File: src/rtl/wbm_ctrl_if.sv
// Command/response and Wishbone initiator signal bundle for wbm_ctrl.
// The master modport is the controller's view; the slave modport is the
// view of whatever issues commands and models the Wishbone target.
interface wbm_ctrl_if;
    // command side
    logic        cmd_valid;
    logic        cmd_ready;
    logic        cmd_we;
    logic        cmd_wide;
    logic [31:0] cmd_adr;
    logic [63:0] cmd_wdata;
    // response side
    logic        rsp_valid;
    logic        rsp_err;
    logic [63:0] rsp_rdata;
    // Wishbone initiator
    logic        wbm_cyc_o;
    logic        wbm_stb_o;
    logic        wbm_we_o;
    logic [3:0]  wbm_sel_o;
    logic [31:0] wbm_adr_o;
    logic [31:0] wbm_dat_o;
    logic        wbm_ack_i;
    logic [31:0] wbm_dat_i;

    modport master (
        input  cmd_valid, cmd_we, cmd_wide, cmd_adr, cmd_wdata,
        input  wbm_ack_i, wbm_dat_i,
        output cmd_ready, rsp_valid, rsp_err, rsp_rdata,
        output wbm_cyc_o, wbm_stb_o, wbm_we_o, wbm_sel_o, wbm_adr_o, wbm_dat_o
    );

    modport slave (
        output cmd_valid, cmd_we, cmd_wide, cmd_adr, cmd_wdata,
        output wbm_ack_i, wbm_dat_i,
        input  cmd_ready, rsp_valid, rsp_err, rsp_rdata,
        input  wbm_cyc_o, wbm_stb_o, wbm_we_o, wbm_sel_o, wbm_adr_o, wbm_dat_o
    );
endinterface

File: src/rtl/wbm_ctrl.sv
// Wishbone initiator controller: turns one command into one 32-bit beat
// (narrow) or two 32-bit beats low-then-high (wide) separated by an idle
// gap cycle, with a per-beat ack timeout that ends the command with an error.
module wbm_ctrl #(
    parameter int unsigned TIMEOUT_CYCLES = 16
) (
    input  logic         wb_clk_i,
    input  logic         wb_rst_i,
    wbm_ctrl_if.master   bus
);

    typedef enum logic [2:0] {
        IDLE = 3'd0,
        LO   = 3'd1,
        GAP  = 3'd2,
        HI   = 3'd3,
        RESP = 3'd4
    } state_e;

    // Count value seen on the last allowed stb-high cycle without ack.
    localparam logic [7:0] CNT_LAST = 8'(TIMEOUT_CYCLES - 1);

    state_e      state_q, state_d;
    logic        we_q, we_d;
    logic        wide_q, wide_d;
    logic [31:0] base_q, base_d;
    logic [63:0] wdata_q, wdata_d;
    logic [7:0]  cnt_q, cnt_d;
    logic        err_q, err_d;
    logic [63:0] rdata_q, rdata_d;

    logic        cyc_q;
    logic        stb_q;
    logic        wbwe_q;
    logic [3:0]  sel_q;
    logic [31:0] adr_q;
    logic [31:0] dat_q;
    logic        beat_d;

    // State and captured-command registers.
    always_ff @(posedge wb_clk_i or posedge wb_rst_i) begin
        if (wb_rst_i) begin
            state_q <= IDLE;
            we_q    <= 1'b0;
            wide_q  <= 1'b0;
            base_q  <= '0;
            wdata_q <= '0;
            cnt_q   <= '0;
            err_q   <= 1'b0;
            rdata_q <= '0;
        end else begin
            // NOTE: non-blocking assignments so every register samples the values from before this edge.
            state_q <= state_d;
            we_q    <= we_d;
            wide_q  <= wide_d;
            base_q  <= base_d;
            wdata_q <= wdata_d;
            cnt_q   <= cnt_d;
            err_q   <= err_d;
            rdata_q <= rdata_d;
        end
    end

    // Next-state, command capture, timeout counting and read-data capture.
    always_comb begin
        // NOTE: hold-value defaults first so no path through the case leaves a signal unassigned (no latches).
        state_d = state_q;
        we_d    = we_q;
        wide_d  = wide_q;
        base_d  = base_q;
        wdata_d = wdata_q;
        cnt_d   = cnt_q;
        err_d   = err_q;
        rdata_d = rdata_q;
        unique case (state_q)
            IDLE: begin
                if (bus.cmd_valid) begin
                    state_d = LO;
                    we_d    = bus.cmd_we;
                    wide_d  = bus.cmd_wide;
                    base_d  = bus.cmd_adr & (bus.cmd_wide ? ~32'h7 : ~32'h3);
                    wdata_d = bus.cmd_wdata;
                    cnt_d   = '0;
                    err_d   = 1'b0;
                end
            end
            LO: begin
                if (bus.wbm_ack_i) begin
                    if (!we_q) rdata_d = {32'h0, bus.wbm_dat_i};
                    state_d = wide_q ? GAP : RESP;
                end else if (cnt_q == CNT_LAST) begin
                    state_d = RESP;
                    err_d   = 1'b1;
                end else begin
                    cnt_d = cnt_q + 8'd1;
                end
            end
            GAP: begin
                state_d = HI;
                cnt_d   = '0;
            end
            HI: begin
                if (bus.wbm_ack_i) begin
                    if (!we_q) rdata_d[63:32] = bus.wbm_dat_i;
                    state_d = RESP;
                end else if (cnt_q == CNT_LAST) begin
                    state_d = RESP;
                    err_d   = 1'b1;
                end else begin
                    cnt_d = cnt_q + 8'd1;
                end
            end
            RESP: state_d = IDLE;
            default: state_d = IDLE;
        endcase
    end

    assign beat_d = (state_d == LO) || (state_d == HI);

    // Registered Wishbone outputs, loaded from the state being entered.
    always_ff @(posedge wb_clk_i or posedge wb_rst_i) begin
        if (wb_rst_i) begin
            cyc_q  <= 1'b0;
            stb_q  <= 1'b0;
            wbwe_q <= 1'b0;
            sel_q  <= '0;
            adr_q  <= '0;
            dat_q  <= '0;
        end else begin
            cyc_q  <= beat_d;
            stb_q  <= beat_d;
            wbwe_q <= beat_d & we_d;
            sel_q  <= beat_d ? 4'hF : 4'h0;
            if (state_d == LO) begin
                adr_q <= base_d;
                dat_q <= wdata_d[31:0];
            end else if (state_d == HI) begin
                adr_q <= base_d + 32'd4;
                dat_q <= wdata_d[63:32];
            end else begin
                adr_q <= '0;
                dat_q <= '0;
            end
        end
    end

    assign bus.cmd_ready = (state_q == IDLE);
    assign bus.rsp_valid = (state_q == RESP);
    assign bus.rsp_err   = (state_q == RESP) & err_q;
    assign bus.rsp_rdata = rdata_q;
    assign bus.wbm_cyc_o = cyc_q;
    assign bus.wbm_stb_o = stb_q;
    assign bus.wbm_we_o  = wbwe_q;
    assign bus.wbm_sel_o = sel_q;
    assign bus.wbm_adr_o = adr_q;
    assign bus.wbm_dat_o = dat_q;

endmodule

File: src/flat_wrapper.sv
// flat-port wrapper written by rule: the top's interface ports become plain ports
module wbm_ctrl_flat 
#(
    parameter int unsigned TIMEOUT_CYCLES = 16
)
  (wb_clk_i, wb_rst_i, bus_cmd_valid, bus_cmd_we, bus_cmd_wide, bus_cmd_adr, bus_cmd_wdata, bus_wbm_ack_i, bus_wbm_dat_i, bus_cmd_ready, bus_rsp_valid, bus_rsp_err, bus_rsp_rdata, bus_wbm_cyc_o, bus_wbm_stb_o, bus_wbm_we_o, bus_wbm_sel_o, bus_wbm_adr_o, bus_wbm_dat_o);
  wbm_ctrl_if bus_i ();
  input  logic wb_clk_i;
  input  logic wb_rst_i;
  input wire logic [$bits(bus_i.cmd_valid)-1:0] bus_cmd_valid;
  input wire logic [$bits(bus_i.cmd_we)-1:0] bus_cmd_we;
  input wire logic [$bits(bus_i.cmd_wide)-1:0] bus_cmd_wide;
  input wire logic [$bits(bus_i.cmd_adr)-1:0] bus_cmd_adr;
  input wire logic [$bits(bus_i.cmd_wdata)-1:0] bus_cmd_wdata;
  input wire logic [$bits(bus_i.wbm_ack_i)-1:0] bus_wbm_ack_i;
  input wire logic [$bits(bus_i.wbm_dat_i)-1:0] bus_wbm_dat_i;
  output wire logic [$bits(bus_i.cmd_ready)-1:0] bus_cmd_ready;
  output wire logic [$bits(bus_i.rsp_valid)-1:0] bus_rsp_valid;
  output wire logic [$bits(bus_i.rsp_err)-1:0] bus_rsp_err;
  output wire logic [$bits(bus_i.rsp_rdata)-1:0] bus_rsp_rdata;
  output wire logic [$bits(bus_i.wbm_cyc_o)-1:0] bus_wbm_cyc_o;
  output wire logic [$bits(bus_i.wbm_stb_o)-1:0] bus_wbm_stb_o;
  output wire logic [$bits(bus_i.wbm_we_o)-1:0] bus_wbm_we_o;
  output wire logic [$bits(bus_i.wbm_sel_o)-1:0] bus_wbm_sel_o;
  output wire logic [$bits(bus_i.wbm_adr_o)-1:0] bus_wbm_adr_o;
  output wire logic [$bits(bus_i.wbm_dat_o)-1:0] bus_wbm_dat_o;
  assign bus_i.cmd_valid = bus_cmd_valid;
  assign bus_i.cmd_we = bus_cmd_we;
  assign bus_i.cmd_wide = bus_cmd_wide;
  assign bus_i.cmd_adr = bus_cmd_adr;
  assign bus_i.cmd_wdata = bus_cmd_wdata;
  assign bus_i.wbm_ack_i = bus_wbm_ack_i;
  assign bus_i.wbm_dat_i = bus_wbm_dat_i;
  assign bus_cmd_ready = bus_i.cmd_ready;
  assign bus_rsp_valid = bus_i.rsp_valid;
  assign bus_rsp_err = bus_i.rsp_err;
  assign bus_rsp_rdata = bus_i.rsp_rdata;
  assign bus_wbm_cyc_o = bus_i.wbm_cyc_o;
  assign bus_wbm_stb_o = bus_i.wbm_stb_o;
  assign bus_wbm_we_o = bus_i.wbm_we_o;
  assign bus_wbm_sel_o = bus_i.wbm_sel_o;
  assign bus_wbm_adr_o = bus_i.wbm_adr_o;
  assign bus_wbm_dat_o = bus_i.wbm_dat_o;
  wbm_ctrl #(.TIMEOUT_CYCLES(TIMEOUT_CYCLES)) u_core (.wb_clk_i(wb_clk_i), .wb_rst_i(wb_rst_i), .bus(bus_i));
endmodule
File: config.mk
export PLATFORM = sky130hd
export DESIGN_NAME = wbm_ctrl_flat
export DESIGN_NICKNAME = d
export VERILOG_FILES = /design/src/rtl/wbm_ctrl_if.sv /design/src/rtl/wbm_ctrl.sv /design/src/flat_wrapper.sv
export SDC_FILE = /design/constraint.sdc
export NUM_CORES = 1
export LEC_CHECK = 0
export BUFFER_PORTS_ARGS = -buffer_cell sky130_fd_sc_hd__buf_4
export CORE_MARGIN = 2
export CORE_UTILIZATION = 56
export DETAILED_ROUTE_END_ITERATION = 12
export MAX_ROUTING_LAYER = met4
export PLACE_DENSITY = 0.88
export SYNTH_ARGS = -nofsm -noshare
export SYNTH_HDL_FRONTEND = slang
export SYNTH_SLANG_ARGS = --single-unit
File: constraint.sdc
create_clock -name wb_clk_i -period 14.3 [get_ports wb_clk_i]
set_input_delay 0.715 -clock wb_clk_i [delete_from_list [all_inputs] [get_ports wb_clk_i]]
set_output_delay 0.715 -clock wb_clk_i [all_outputs]
set_load 0.01 [all_outputs]
=== Word-level counts from Yosys, hierarchy flattened ===
Index checks and enable logic that the tools add are counted.

* Flip-flop bits (word level): 244
* Output and inout port bits: 138
* Word-level logic and storage cells: 77

* Add/sub/neg operators: 2
* Equal/unequal tests: 15
* Muxes and demuxes: 31
* Bitwise logic cells: 4
* Reductions and logical operators: 11

{| class="wikitable"
|+ Operators by type and width
! kind !! number
|-
| 32-bit two-way mux || 8
|-
| 64-bit two-way mux || 4
|-
| 32-bit case mux with 2 select lines || 1
|-
| 32-bit by 3-bit adder with 32-bit output, second input constant || 1
|-
| 32-bit bitwise AND || 1
|-
| 8-bit two-way mux || 3
|-
| 8-bit case mux with 3 select lines || 1
|-
| 3-bit two-way mux || 6
|-
| 2-bit inequality test, second input constant || 7
|-
| 3-bit case mux with 4 select lines || 1
|-
| 3-bit by 2-bit == test with 1-bit output, second input constant || 3
|-
| 8-bit by 1-bit adder with 8-bit output, second input constant || 1
|-
| 8-bit by 4-bit == test with 1-bit output, second input constant || 1
|-
| 4-bit AND reduction || 2
|-
| 3-bit by 1-bit == test with 1-bit output, second input constant || 2
|-
| 1-bit two-way mux || 5
|-
| 5-bit AND reduction || 1
|-
| 4-bit two-way mux || 1
|-
| 2-bit nonzero test || 2
|-
| 3-bit == test, second input constant || 1
|-
| 3-bit logical NOT || 1
|-
| 3-bit AND reduction || 1
|-
| 3-bit nonzero test || 1
|-
| 1-bit bitwise AND || 2
|-
| other kinds (6) || 6
|}

=== Longest topological paths before layout ===
* Word-level depth: 7
* Gate-level depth with buffers: 15
* Depth with buffers taken out: 9

=== Worst setup path after synthesis ===
OpenSTA, ideal clock, no wires.

* Path kind: in2reg
* From: in bus_cmd_valid
* To: reg u_core.adr_q[30] (netlist: u_core.bus.wbm_adr_o[30])
* Library setup time: 0.138 ns
* Arrival: 3.279 ns
* Data required time: 14.162 ns
* Slack: 10.883 ns
* Cell stages on the path: 14
* Cells stage by stage: or4b_1 -> buf_2 -> buf_1 -> clkbuf_1 -> clkbuf_1 -> nand2_1 -> nand2_1 -> ha_1 -> clkbuf_1 -> inv_1 -> nor4_1 -> a22o_1 -> a21o_1 -> a31oi_1

* Longest elaborated chain between the ends: 5
* Elaborated cells between the ends (all ways): 9

{| class="wikitable"
|+ Ends and longest elaborated chain
! item !! line !! text
|-
| start, declared || flat_wrapper.sv:10 || <nowiki>input wire logic [$bits(bus_i.cmd_valid)-1:0] bus_cmd_valid;</nowiki>
|-
| 32-bit two-way mux || wbm_ctrl.sv:77 || <nowiki>if (bus.cmd_valid) begin</nowiki>
|-
| 32-bit two-way mux || wbm_ctrl.sv:75 || <nowiki>unique case (state_q)</nowiki>
|-
| named net u_core.base_d[2] || wbm_ctrl.sv:26 || <nowiki>logic [31:0] base_q, base_d;</nowiki>
|-
| 32-bit by 3-bit adder with 32-bit output || wbm_ctrl.sv:138 || <nowiki>adr_q <= base_d + 32'd4;</nowiki>
|-
| 32-bit two-way mux || wbm_ctrl.sv:137 || <nowiki>end else if (state_d == HI) begin</nowiki>
|-
| 32-bit two-way mux || wbm_ctrl.sv:134 || <nowiki>if (state_d == LO) begin</nowiki>
|-
| end signal, assigned || wbm_ctrl.sv:135 || <nowiki>adr_q <= base_d;</nowiki>
|-
| end signal, assigned || wbm_ctrl.sv:138 ||
|-
| end, declared || wbm_ctrl.sv:36 || <nowiki>logic [31:0] adr_q;</nowiki>
|}

The timed path passes the listed nets, and every way through them passes these cells.
A chain may end at the register's enable or synchronous reset.

=== Worst setup path after layout ===
* From: reg u_core.state_q[0]
* To: reg u_core.adr_q[19] (netlist: u_core.bus.wbm_adr_o[19])

* Longest elaborated chain between the ends: 6
* Elaborated cells between the ends (all ways): 15

{| class="wikitable"
|+ Ends and longest elaborated chain
! item !! line !! text
|-
| start, declared || wbm_ctrl.sv:23 || <nowiki>state_e state_q, state_d;</nowiki>
|-
| start signal, assigned || wbm_ctrl.sv:53 || <nowiki>state_q <= state_d;</nowiki>
|-
| parallel branches: the longest is 5 deep, another holds 32-bit by 3-bit adder with 32-bit output || n/a ||
|-
| 32-bit two-way mux * || wbm_ctrl.sv:134 ||
|}

Mark *: on every way between the ends.

==> results.cfg <==
[run_status]
status = finished clean

[final_layout]
fin_area_sq_mm = 0.0128
fin_nets = 1305
final_common_cell = buf_4
area_growth_pct = 30.3
antenna_cells = 0
drive_above_1_share_pct = 31.4
final_cell_mix = buf_4 (282), nand2_1 (275), dfrtp_1 (240)

[die]
die-area_sq_mm = 0.0187
core.rowCount = 48
start_util_pct = 57.2
core_area_sq_mm = 0.0172
die_y_um = 137
boundaryPins = 272
fp.dieW_um = 137

[drt]
detail-route-antenna-nets = 0
vias = 8163
via_per_inst = 5.78
drt_pass1_iterations = 6
wl_per_cell_um = 18.4
totalWireLength_um = 26000
drcViolationCount = 0
drt-initial-drc-count = 603

[worst_setup_path]
r2r-end = u_core.bus.wbm_adr_o[19]
r2r-start = u_core.state_q[0]
crit_arrival_ns = 3.84
worstPathRequired_ns = 14.74
path_max_fanout = 77
end_kind = register
cp-start-kind = register
worst-r2r-cell-count = 6
path_class = register to register
reg2reg_slack_ns = 10.90

[sta]
tightest_slew_ns = 1.25
fin_ws_ns = 10.90
fmax_ghz = 0.294
timing.setup.tns_ns = 0
skew_ns = 0.00842
hold_viol = 0
period_needed_ns = 3.40
setup_viol = 0
whs_ns = 0.325
report.final.slew_viol_count = 0
fin_crit_sh_pct = 23.8
slew_headroom_pct = 16.6
rsz0062_at_grt = no

[yosys]
ys_seq_elements = 240
synth_compound_area_share_pct = 11.7
yosysSeqAreaShare_pct = 60.9
synthXorXnorAreaFrac_pct = 0.622
synth_edf_count = 0
synth_simple_gate_area_share_pct = 17.6
synth_top_family_by_area = simple AND/OR/NAND/NOR gates
ys.flop_type = dfrtp_1
yosysUniqueCellTypes = 59
synth_nets = 1054
synth_fa_ha_area_share_pct = 0.254
synth_mux_area_share_pct = 5.80
syn-instance-count = 918
async_flop_share_pct = 100
yosysWarnings = 0
synth.cell_area_sq_mm = 0.00986
avgSynthCellArea_sq_um = 10.7

[power]
peakVddDrop_uv = 137
power.static_leakage_uw = 0.00649
pwr_density_cell_mw_per_mm2 = 216
power.total_uw = 2770

[cts]
cts-root-buf = clkbuf_16
cts_buffers = 25
post_cts_buffers = 0
cts_hold_repair.buffers = 0
clk_latency_ns = 0.51
clk_pin_slew_worst_paths_ns = 0.06
cts_max_path_buffers = 3
cts.sinks = 240
cts_resized = 0
cts.htree.levels = 1
cts_tree = yes

[global_route]
grt_pass1_vias = 7851
grt_overflow = 0
grt_usage_pct = 27.7
antenna_found_initial = 0
grt_max_degree = 109
grt_pass1_wl_um = 39600

[place]
gp_congestion = 0.916
io_buffers = 269
hpwl_um = 17400
place_ws_ns = 10.74
placed_cell_area_sq_mm = 0.0120

[min_path]
min_path_type = primary input to asynchronous set/reset pin

[run]
drv_cap = 0
synth_stat cells, types with 2 or more instances:
library cell	number	area share (%)
o21ai_1	4	0.20
mux2i_1	11	1.1
o311ai_0	2	0.18
nand2_1	275	10
ha_1	2	0.25
and3_1	9	0.57
and4_1	2	0.18
o22ai_1	3	0.19
a31oi_1	14	0.89
o211ai_1	4	0.30
a21oi_1	18	0.91
mux2_2	39	4.5
o31ai_1	6	0.46
inv_1	11	0.42
nor3b_1	3	0.23
xnor2_1	6	0.53
nor2b_1	2	0.13
a21o_1	2	0.15
a21boi_0	2	0.15
or3_1	5	0.32
o41ai_1	2	0.18
buf_4	6	0.46
a211oi_1	2	0.15
dfrtp_1	240	61
o21ai_0	15	0.76
nor4b_1	2	0.18
nor3_1	16	0.81
buf_2	14	0.71
clkbuf_1	36	1.4
a22o_1	67	6.0
a2111oi_0	2	0.18
nor2_1	17	0.65
nand3_1	24	1.2
mux2_1	2	0.23
and2_1	5	0.32
nor4_2	2	0.25
o22a_1	2	0.18
nor4_1	9	0.57
or4_1	9	0.69
nand4_1	7	0.44
how the worst max path moves through the flow:
stage | slack (ns) | endpoint | from
2_1_floorplan | 7.00 | u_core.base_q[0] | wb_rst_i
3_3_place_gp | 10.78 | u_core.bus.wbm_adr_o[19] | bus_cmd_valid
3_5_place_dp | 10.74 | u_core.bus.wbm_adr_o[19] | bus_cmd_valid
4_1_cts | 10.94 | u_core.bus.wbm_adr_o[19] | u_core.state_q[2]
5_1_grt | 10.72 | u_core.bus.wbm_adr_o[19] | u_core.state_q[0]
6_report | 10.90 | u_core.bus.wbm_adr_o[19] | u_core.state_q[0]
power breakdown:
part	internal (uW)	total, uW	switching (uW)
clock	377	633	256
combinational	459	1050	591
sequential	957	1090	132
kinds of logic after synthesis:
group / after synthesis
flip-flops: 240
adder cells (fa/ha/maj): 2
XOR/XNOR: 7
AND/OR/NAND/NOR: 392
multiplexers: 52
buffers and inverters: 71
AO/OA/AOI/OAI: 154
registers in the layout, indices dropped and copies added (netlist names):
name / count
u_core.bus.wbm_adr_o: 32
u_core.cnt_q: 8
u_core.bus.rsp_rdata: 64
u_core.wdata_q: 64
u_core.err_q: 1
u_core.we_q: 1
u_core.bus.wbm_sel_o: 1
u_core.bus.wbm_dat_o: 32
u_core.bus.wbm_we_o: 1
u_core.wide_q: 1
u_core.state_q: 3
u_core.base_q: 32
stage by stage:
stage | instances | utilization [%]
after global placement | 1367 | 69.8
after floorplan | 918 | -
after detailed placement | 1367 | 69.8
after global routing | 1413 | 74.5
after CTS | 1413 | 74.5
final | 1413 | 74.5
critical path, stage by stage, from the launching register on:
cell     delay, ns
dfrtp_1       0.54
or4b_4        0.74
buf_4         0.47
nor4_4        0.51
o22ai_2       0.30
or4_1         0.57
a21oi_1       0.15
cell type report:
class,instances,area (sq um)
clock buffer,38,744
clock inverter,8,73.8
fill,1170,4390
inverter,13,56.3
multi-input combinational,607,3570
sequential,240,6010
tap,225,282
timing repair buffer,282,2120
routing by layer:
metal	vias to the layer above	global-route usage, %	wire (um)
met5	-	-	0
met4	0	7.12	513
met3	48	7.70	2980
met2	440	44.7	12500
met1	3963	34.7	9940
li1	3712	-	-
(Power assumes the default switching activity.)
